### config.mk
export PLATFORM = sky130hd
export DESIGN_NAME = fwd_hazard_ctrl
export DESIGN_NICKNAME = d
export VERILOG_FILES = /design/src/rtl/fwd_pkg.sv /design/src/rtl/fwd_sel_unit.sv /design/src/rtl/fwd_hazard_ctrl.sv
export SDC_FILE = /design/constraint.sdc
export NUM_CORES = 1
export LEC_CHECK = 0
export CORE_ASPECT_RATIO = 1.4
export CORE_UTILIZATION = 35
export DETAILED_ROUTE_END_ITERATION = 8
export GPL_ROUTABILITY_DRIVEN = 0
export GPL_TIMING_DRIVEN = 0
export MAX_ROUTING_LAYER = met4
export SYNTH_ARGS = -nofsm -noshare
export SYNTH_HDL_FRONTEND = slang
export SYNTH_SLANG_ARGS = --single-unit
### constraint.sdc
create_clock -name clk -period 2.8 [get_ports clk]
set_input_delay 0.7 -clock clk [delete_from_list [all_inputs] [get_ports clk]]
set_output_delay 0.7 -clock clk [all_outputs]
set_load 0.03 [all_outputs]
### src/rtl/fwd_pkg.sv
// fwd_pkg: shared definitions for the EX-stage forwarding / hazard control.
//   FWD_*        : forwarding mux select encoding (3 = reserved, never driven)
//   REG_ADDR_W   : default register index width
//   stage_info_t : per-stage shadow info {valid, rd, regwrite, memread}
package fwd_pkg;

  localparam int REG_ADDR_W = 5;

  localparam logic [1:0] FWD_RF    = 2'd0;  // register-file operand
  localparam logic [1:0] FWD_EXMEM = 2'd1;  // EX/MEM ALU result
  localparam logic [1:0] FWD_MEMWB = 2'd2;  // MEM/WB writeback value

  typedef struct packed {
    logic                  valid;
    logic [REG_ADDR_W-1:0] rd;
    logic                  regwrite;
    logic                  memread;
  } stage_info_t;

endpackage

### src/rtl/fwd_sel_unit.sv
// fwd_sel_unit: combinational forwarding select for one EX source operand.
//   src_used : operand is live (ID/EX valid and the instruction reads it)
//   src_reg  : source register index held in ID/EX
//   exmem    : shadow info of the EX/MEM stage
//   memwb    : shadow info of the MEM/WB stage
//   sel      : FWD_RF / FWD_EXMEM / FWD_MEMWB
module fwd_sel_unit
  import fwd_pkg::*;
(
  input  logic                  src_used,
  input  logic [REG_ADDR_W-1:0] src_reg,
  input  stage_info_t           exmem,
  input  stage_info_t           memwb,
  output logic [1:0]            sel
);

  always_comb begin
    sel = FWD_RF;
    if (src_used) begin
      // A load in EX/MEM has no data yet; the load-use bubble guarantees it
      // is picked up from MEM/WB one cycle later instead.
      if (exmem.valid && exmem.regwrite && !exmem.memread &&
          (exmem.rd != '0) && (exmem.rd == src_reg)) begin
        sel = FWD_EXMEM;
      end else if (memwb.valid && memwb.regwrite &&
                   (memwb.rd != '0) && (memwb.rd == src_reg)) begin
        sel = FWD_MEMWB;
      end
    end
  end

endmodule

### src/rtl/fwd_hazard_ctrl.sv
// fwd_hazard_ctrl: operand forwarding selects and hazard control for the
// 5-stage RISC-V pipeline.
//   clk, rst_n            : clock (rising edge), async active-low reset
//   id_*                  : decoded fields of the instruction currently in ID
//   ex_branch_taken       : taken branch/jump resolved in EX
//   mem_wait              : data memory busy, whole pipeline frozen
//   fwd_a_sel, fwd_b_sel  : rs1/rs2 forwarding mux selects for EX
//   stall_if_id           : hold PC and IF/ID
//   flush_if_id           : squash IF/ID
//   bubble_id_ex          : load a NOP into ID/EX
//   pipe_hold             : freeze all pipeline registers (= mem_wait)
//   stall_count           : saturating count of load-use stall cycles
//   flush_count           : saturating count of flush cycles
module fwd_hazard_ctrl #(
  parameter int REG_ADDR_W = fwd_pkg::REG_ADDR_W,
  parameter int CNT_W      = 16
) (
  input  logic                  clk,
  input  logic                  rst_n,
  input  logic                  id_valid,
  input  logic [REG_ADDR_W-1:0] id_rs1,
  input  logic [REG_ADDR_W-1:0] id_rs2,
  input  logic                  id_uses_rs1,
  input  logic                  id_uses_rs2,
  input  logic [REG_ADDR_W-1:0] id_rd,
  input  logic                  id_regwrite,
  input  logic                  id_memread,
  input  logic                  ex_branch_taken,
  input  logic                  mem_wait,
  output logic [1:0]            fwd_a_sel,
  output logic [1:0]            fwd_b_sel,
  output logic                  stall_if_id,
  output logic                  flush_if_id,
  output logic                  bubble_id_ex,
  output logic                  pipe_hold,
  output logic [CNT_W-1:0]      stall_count,
  output logic [CNT_W-1:0]      flush_count
);

  import fwd_pkg::*;

  // Shadow pipeline state
  stage_info_t           idex_reg, exmem_reg, memwb_reg;
  logic [REG_ADDR_W-1:0] idex_rs1_reg, idex_rs2_reg;
  logic                  idex_uses_rs1_reg, idex_uses_rs2_reg;
  logic [CNT_W-1:0]      stall_cnt_reg, flush_cnt_reg;

  logic                  load_use;

  // Forwarding selects: one compare unit per source operand
  logic                  src_used [2];
  logic [REG_ADDR_W-1:0] src_reg  [2];
  logic [1:0]            src_sel  [2];

  assign src_used[0] = idex_reg.valid & idex_uses_rs1_reg;
  assign src_used[1] = idex_reg.valid & idex_uses_rs2_reg;
  assign src_reg[0]  = idex_rs1_reg;
  assign src_reg[1]  = idex_rs2_reg;

  generate
    for (genvar gi = 0; gi < 2; gi++) begin : g_sel
      fwd_sel_unit u_sel (
        .src_used (src_used[gi]),
        .src_reg  (src_reg[gi]),
        .exmem    (exmem_reg),
        .memwb    (memwb_reg),
        .sel      (src_sel[gi])
      );
    end
  endgenerate

  assign fwd_a_sel = src_sel[0];
  assign fwd_b_sel = src_sel[1];

  // Load in ID/EX whose result the ID instruction needs next cycle
  always_comb begin
    load_use = id_valid && idex_reg.valid && idex_reg.memread && (idex_reg.rd != '0) &&
               ((id_uses_rs1 && (id_rs1 == idex_reg.rd)) ||
                (id_uses_rs2 && (id_rs2 == idex_reg.rd)));
  end

  // A taken branch squashes the ID instruction, so its load-use is moot
  assign stall_if_id  = load_use & ~ex_branch_taken;
  assign flush_if_id  = ex_branch_taken;
  assign bubble_id_ex = load_use | ex_branch_taken;
  assign pipe_hold    = mem_wait;

  always_ff @(posedge clk or negedge rst_n) begin
    if (!rst_n) begin
      idex_reg          <= '0;
      exmem_reg         <= '0;
      memwb_reg         <= '0;
      idex_rs1_reg      <= '0;
      idex_rs2_reg      <= '0;
      idex_uses_rs1_reg <= 1'b0;
      idex_uses_rs2_reg <= 1'b0;
    end else if (!mem_wait) begin
      memwb_reg <= exmem_reg;
      exmem_reg <= idex_reg;
      if (bubble_id_ex) begin
        idex_reg          <= '0;
        idex_rs1_reg      <= '0;
        idex_rs2_reg      <= '0;
        idex_uses_rs1_reg <= 1'b0;
        idex_uses_rs2_reg <= 1'b0;
      end else begin
        idex_reg.valid    <= id_valid;
        idex_reg.rd       <= id_rd;
        idex_reg.regwrite <= id_regwrite;
        idex_reg.memread  <= id_memread;
        idex_rs1_reg      <= id_rs1;
        idex_rs2_reg      <= id_rs2;
        idex_uses_rs1_reg <= id_uses_rs1;
        idex_uses_rs2_reg <= id_uses_rs2;
      end
    end
  end

  // Saturating event counters, frozen together with the pipeline
  always_ff @(posedge clk or negedge rst_n) begin
    if (!rst_n) begin
      stall_cnt_reg <= '0;
      flush_cnt_reg <= '0;
    end else if (!mem_wait) begin
      if (stall_if_id && (stall_cnt_reg != '1)) stall_cnt_reg <= stall_cnt_reg + 1'b1;
      if (flush_if_id && (flush_cnt_reg != '1)) flush_cnt_reg <= flush_cnt_reg + 1'b1;
    end
  end

  assign stall_count = stall_cnt_reg;
  assign flush_count = flush_cnt_reg;

endmodule
==> impl_metrics.ini, run 1 <==
[outcome]
status = complete, but fails checks
violations = design-rule violations

[global_routing]
first_global_vias = 2604
antenna_found_initial = 0
grtUsageTotal_pct = 18.8
grt_pass1_wl_mm = 13.5
grt_overflow = 0
grt_max_degree = 68

[drt]
wirelength_mm = 8.30
firstDrtPassIters = 8
num_vias = 2539
via_per_inst = 5.43
drcViolationCount = 10
drtAntennaViolNets = 0
wire_per_inst_um = 17.7
drt_iter0_markers = 215

[layout]
nets = 384
fin_util_pct = 48.3
antenna_cells = 0
layout_commonest_cell = dfrtp_1
synthToLayoutAreaGrowth_pct = 32.4
drive_above_1_share_pct = 18.0
final_cell_mix = dfrtp_1, clkdlybuf4s50_1, xnor2_1

[floorplan]
die_w_um = 84.2
ios = 64
initial_core_util_pct = 36.4
dieArea_mm2 = 0.00985
die_h_um = 117
core_mm2 = 0.00908
rows = 41

[setup_path]
critical_path.max_stage_delay_ns = 0.66
slowest_stage = clkdlybuf4s50_1
critPathBufInv = 3
worstSetupStartpointType = primary input
crit_family = buffers and inverters
end_kind = output pin
required_ns = 2.10
crit_type = primary input to output pin
cp_cell_sequence = clkdlybuf4s50_1 > buf_4 > clkdlybuf4s50_1
cp.arrival_ns = 2.02
cpMostUsedCell = clkdlybuf4s50_1
path_max_fanout = 4

[sta]
period_minus_slack_ns = 2.72
period_share_pct = 97.1
finalMaxSlewViolations = 0
max_clock_freq_mhz = 368
setup_viol = 0
slew_headroom_pct = 42.7
hold_viol = 0
worst_pin_slew_ns = 0.859
finalClockSkew_ns = 0.00492

[power_and_ir_drop]
seqPwrFrac_pct = 44.1
power.share.clock_pct = 38.0
power_report.internal_total_mw = 1.93
cellLeakagePower_nw = 1.92
ir_drop_uv = 422
switching_share_pct = 27.9
p_per_area_mw_per_mm2 = 611
combPwrFrac_pct = 17.9
p_sw_mw = 0.747
total_power_mw = 2.68

[clock_tree]
htreeDepth = 3
cts_root_buffer = clkbuf_16
cts_tree = yes
cts_buffers = 9
clk_pin_slew_ns = 0.05
clk_latency_ns = 0.32
clockBufferDepth = 2
cts.sinks = 67

[synthesis]
synth_flop_cell = dfrtp_1
synthCells = 278
mappedNetlistArea_mm2 = 0.00331
synth_edf_count = 0
yosysSeqAreaShare_pct = 50.7
synth_cell_types = 40
synth_nets = 304
yosys_warnings = 0
ys_async_sr_fraction_pct = 100
ys_ff_latch = 67
syn_avg_cell_area_um2 = 11.9

[flow_run]
cap_viol_max_count = 0

[worst_hold_path]
hp-class = primary input to async pin

[place]
dp.final_hpwl_mm = 5.99
io_buffers = 63
[path summary, 6_finish.rpt]
path	start	end	slack (ns)	cells after the start
worst max register to register	idex_reg[3]	stall_count[4]	0.77	9
worst min register to register	flush_count[15]	flush_count[15]	0.49	1
worst max-delay path	mem_wait	pipe_hold	0.08	3
max in group asynchronous	rst_n	idex_reg[4]	1.69	1
worst min-delay path	rst_n	idex_rs1_reg[3]	0.48	1
min in group clk	flush_count[15]	flush_count[15]	0.49	1
[metrics by stage]
stage          worst slack, ns   TNS, ns  instance area, um2  hold WS [ns]  cells
4_1_cts                -0.0310   -0.0310                4360         0.496    466
3_5_place_dp            -0.901     -1.95                4070         0.484    448
3_3_place_gp             -1.31    -89.48                4070         0.481    448
6_report                0.0805         0                4380         0.482    468
5_1_grt               -0.00626  -0.00626                4380         0.511    468
2_1_floorplan            0.196         0                3310         0.404    278
[layer usage]
metal	GRT usage (%)	vias up	wire length, um
li1	-	1182	-
met5	-	-	0
met1	22.3	1289	3500
met4	8.62	0	142
met2	31.3	55	4360
met3	3.30	13	293
[worst reg2reg max path, cell delays in order (launching register included)]
cell and delay (ns):
dfrtp_2 0.42, buf_4 0.16, xnor2_2 0.16, nand4_1 0.16, o22ai_4 0.24, buf_4 0.15
buf_4 0.13, buf_2 0.22, nand4_1 0.14, xnor2_1 0.14
[power by group through the flow]
| stage | clock (mW) | sequential [mW] | combinational, mW |
|---|---|---|---|
| floorplan | 0 | 1.24 | 0.210 |
| global placement | 0 | 1.19 | 0.472 |
| detailed placement | 0 | 1.19 | 0.480 |
| CTS | 1.05 | 1.18 | 0.482 |
| global route | 1.10 | 1.19 | 0.518 |
| finish | 1.02 | 1.18 | 0.480 |
[cell type report]
cell class	instances	area, um2
multi-input cells	198	1580
well taps	107	134
clock inverters	2	12.5
flip-flops and latches	67	1680
repair buffers	69	641
inverters	1	3.75
fillers	850	4700
clock buffers	12	256
plain buffers	12	76.3
[synth_stat cells (all sizes together) (2+ instances only)]
cell type | instances | area share (%)
nor2 | 10 | 1.1
nor3 | 4 | 0.60
nor4 | 6 | 1.1
o21ai | 3 | 0.79
and4 | 4 | 1.1
a32o | 20 | 6.0
mux2 | 17 | 5.8
clkbuf | 4 | 0.45
nand2 | 14 | 1.6
ha | 2 | 0.76
nand3b | 2 | 0.45
xor2 | 22 | 5.8
dfrtp | 67 | 51
xnor2 | 38 | 10
or4 | 3 | 0.79
nand2b | 3 | 0.79
and4bb | 2 | 0.76
buf | 8 | 1.7
nand3 | 17 | 2.7
nand4 | 12 | 2.3
and3 | 10 | 1.9
[cell families (layout without fill, tap and decap cells)]
group	Yosys count	count (layout)	share of synthesized area (%)
simple gates	90	90	16.0
mux	17	17	5.78
flops	67	67	50.7
compound gates	29	29	8.66
buf+inv	13	96	2.31
xor+xnor	60	60	15.9
fa+ha+maj	2	2	0.756
[what timing repair did]
action / in CTS / in global routing
cloned: 0 / 0
buffers inserted: 4 / 2
setup endpoints to repair: 7 / 5
gates resized for setup: 43 / 13
pin swaps: 5 / 6
hold buffers: 0 / 0
No activity file was read; power rests on OpenSTA's default activity.
==> inputs of run 2 (changes only) <==
--- a/config.mk
+++ b/config.mk
@@ -11,6 +11,7 @@
 export GPL_ROUTABILITY_DRIVEN = 0
 export GPL_TIMING_DRIVEN = 0
 export MAX_ROUTING_LAYER = met4
+export REMOVE_ABC_BUFFERS = 1
 export SYNTH_ARGS = -nofsm -noshare
 export SYNTH_HDL_FRONTEND = slang
 export SYNTH_SLANG_ARGS = --single-unit
==> run 2 against run 1 <==
  * The run still ends with design-rule violations left
  * Clock power down 4%
  * Worst hold slack improved by 0.00072 ns
  * Flip-flop and latch count did not move
  * Final area decreased by 1.6%
==> impl_metrics.ini, run 2 (synthesis gave the netlist of run 1 again) <==
[outcome]
status = complete, but fails checks
violations = design-rule violations

[drt]
firstDrtPassIters = 6
drt-met1-wl_mm = 3.42
drt_iter0_markers = 183
via_per_inst = 5.29
top_layer = met4
drtAntennaViolNets = 0
num_vias = 2430
met3_wirelength_um = 251
drcViolationCount = 6
wire_per_inst_um = 16.8
dr_wl_met2_mm = 3.89
wirelength_mm = 7.70

[layout]
seq_area_mm2 = 0.00168
layout_commonest_cell = dfrtp_1
drive_above_1_share_pct = 15.1
synthToLayoutAreaGrowth_pct = 30.3
layout.cells.non_filler = 459
nets = 372
multi_input_area_mm2 = 0.00158
finish.instance_area_mm2 = 0.00431
fill_cells = 857
final_cell_mix = dfrtp_1, clkdlybuf4s50_1, xnor2_1

[power_and_ir_drop]
p_per_area_mw_per_mm2 = 608
cellLeakagePower_nw = 1.90
ir_drop_uv = 322

[place]
dp.final_hpwl_mm = 5.22
io_buffers = 63
placed_cell_area_mm2 = 0.00401
placed_cells = 437

[setup_path]
critical_path.max_stage_delay_ns = 0.50
cp.arrival_ns = 2.02
worstSetupStartpointType = primary input
path_max_fanout = 3
end_kind = output pin
crit_type = primary input to output pin
cp_cell_sequence = clkdlybuf4s50_1 > xnor2_1 > nand2_1 > o22ai_4 > nand2b_4 > nor2_1 > buf_4
slowest_stage = clkdlybuf4s50_1
required_ns = 2.10

[clock_tree]
clockBufferDepth = 2
cts_tree = yes
clk_pin_slew_ns = 0.05
cts_hold_buf = 0
clk_latency_ns = 0.32
htreeDepth = 3
cts_buffers = 9
cts_root_buffer = clkbuf_16
cts.sinks = 67

[sta]
worst_pin_slew_ns = 0.848
finalMaxSlewViolations = 0
period_minus_slack_ns = 2.72
finalClockSkew_ns = 0.00535
max_clock_freq_mhz = 368
rsz0062_at_grt = false
hold_viol = 0
slew_headroom_pct = 43.4
setup_viol = 0
period_share_pct = 97.1

[worst_hold_path]
hp-class = flop to flop

[global_routing]
grt_pass1_wl_mm = 12.5
antenna_found_initial = 1
grt_overflow = 0
grt_max_degree = 68
first_global_vias = 2454
grtUsageTotal_pct = 17.1

[flow_run]
cap_viol_max_count = 0

[floorplan]
core_mm2 = 0.00908
die_w_um = 84.2
die_h_um = 117
dieArea_mm2 = 0.00985
rows = 41
initial_core_util_pct = 36.4
ios = 64
==> run 2: changes by cell type in the layout (fill, tap and decap cells not counted), moves of 2 or more <==
cell,previous run,this run
buf_2,7,2
buf_4,12,8
clkbuf_8,2,0
clkinv_2,1,3
dfrtp_1,62,66
dfrtp_2,5,1
dlygate4sd2_1,10,5
dlymetal6s2s_1,1,5
==> run 2: metal layers <==
layer	track usage [%]	up-vias
met2	28.3	43
met4	7.70	0
met3	3.09	10
met5	-	-
met1	20.6	1210
li1	-	1167
==> run 2: cell type report <==
cell class                 instances  share of cell area (%)
inverter                           1                  0.0871
tap                              107                    3.11
antenna                            1                  0.0580
clock inverter                     3                   0.348
timing repair buffer              68                    15.2
clock buffer                      13                    5.57
multi-input combinational        199                    36.7
sequential                        67                    38.9
==> run 2: what timing repair did <==
action,CTS,global route
endpoints found under the setup margin,8,8
gates resized for setup,34,12
pin swaps,3,2
setup buffers,4,0
cloned,1,0
==> run 2: power breakdown <==
| part | internal (mW) | leakage [nW] | switching, mW |
|---|---|---|---|
| Combinational | 0.228 | 0.879 | 0.233 |
| Clock | 0.595 | 0.127 | 0.383 |
| Sequential | 1.06 | 0.892 | 0.121 |
| Total | 1.88 | 1.90 | 0.737 |
==> run 2: worst max-delay path: cells and delay by family <==
family          cells  cell delay [ns]
compound gates      1             0.20
xor+xnor            1             0.14
buf+inv             2             0.67
simple gates        3             0.30
==> run 2: path summary, 6_finish.rpt <==
check / from / end / slack, ns / depth (start not counted)
min in group asynchronous: rst_n / exmem_reg[1] / 0.49 / 1
min reg2reg: idex_reg[1] / idex_reg[1] / 0.48 / 1
max reg2reg: idex_reg[3] / stall_count[1] / 0.76 / 6
max: id_rs1[1] / stall_if_id / 0.08 / 7
min: idex_reg[1] / idex_reg[1] / 0.48 / 1
max in group asynchronous: rst_n / exmem_reg[2] / 1.71 / 1
==> run 2: metrics by stage <==
step / power (mW) / worst slack (ns) / utilization (%) / hold WS [ns] / TNS (ns)
floorplan: 1.44 / 0.114 / - / 0.404 / 0
global placement: 1.65 / -2.17 / 44.1 / 0.473 / -142.71
detailed placement: 1.66 / -1.11 / 44.1 / 0.477 / -3.72
CTS: 2.65 / -0.00838 / 47.3 / 0.489 / -0.00838
global route: 2.74 / 0.00587 / 47.5 / 0.520 / 0
finish: 2.62 / 0.0799 / 47.5 / 0.482 / 0
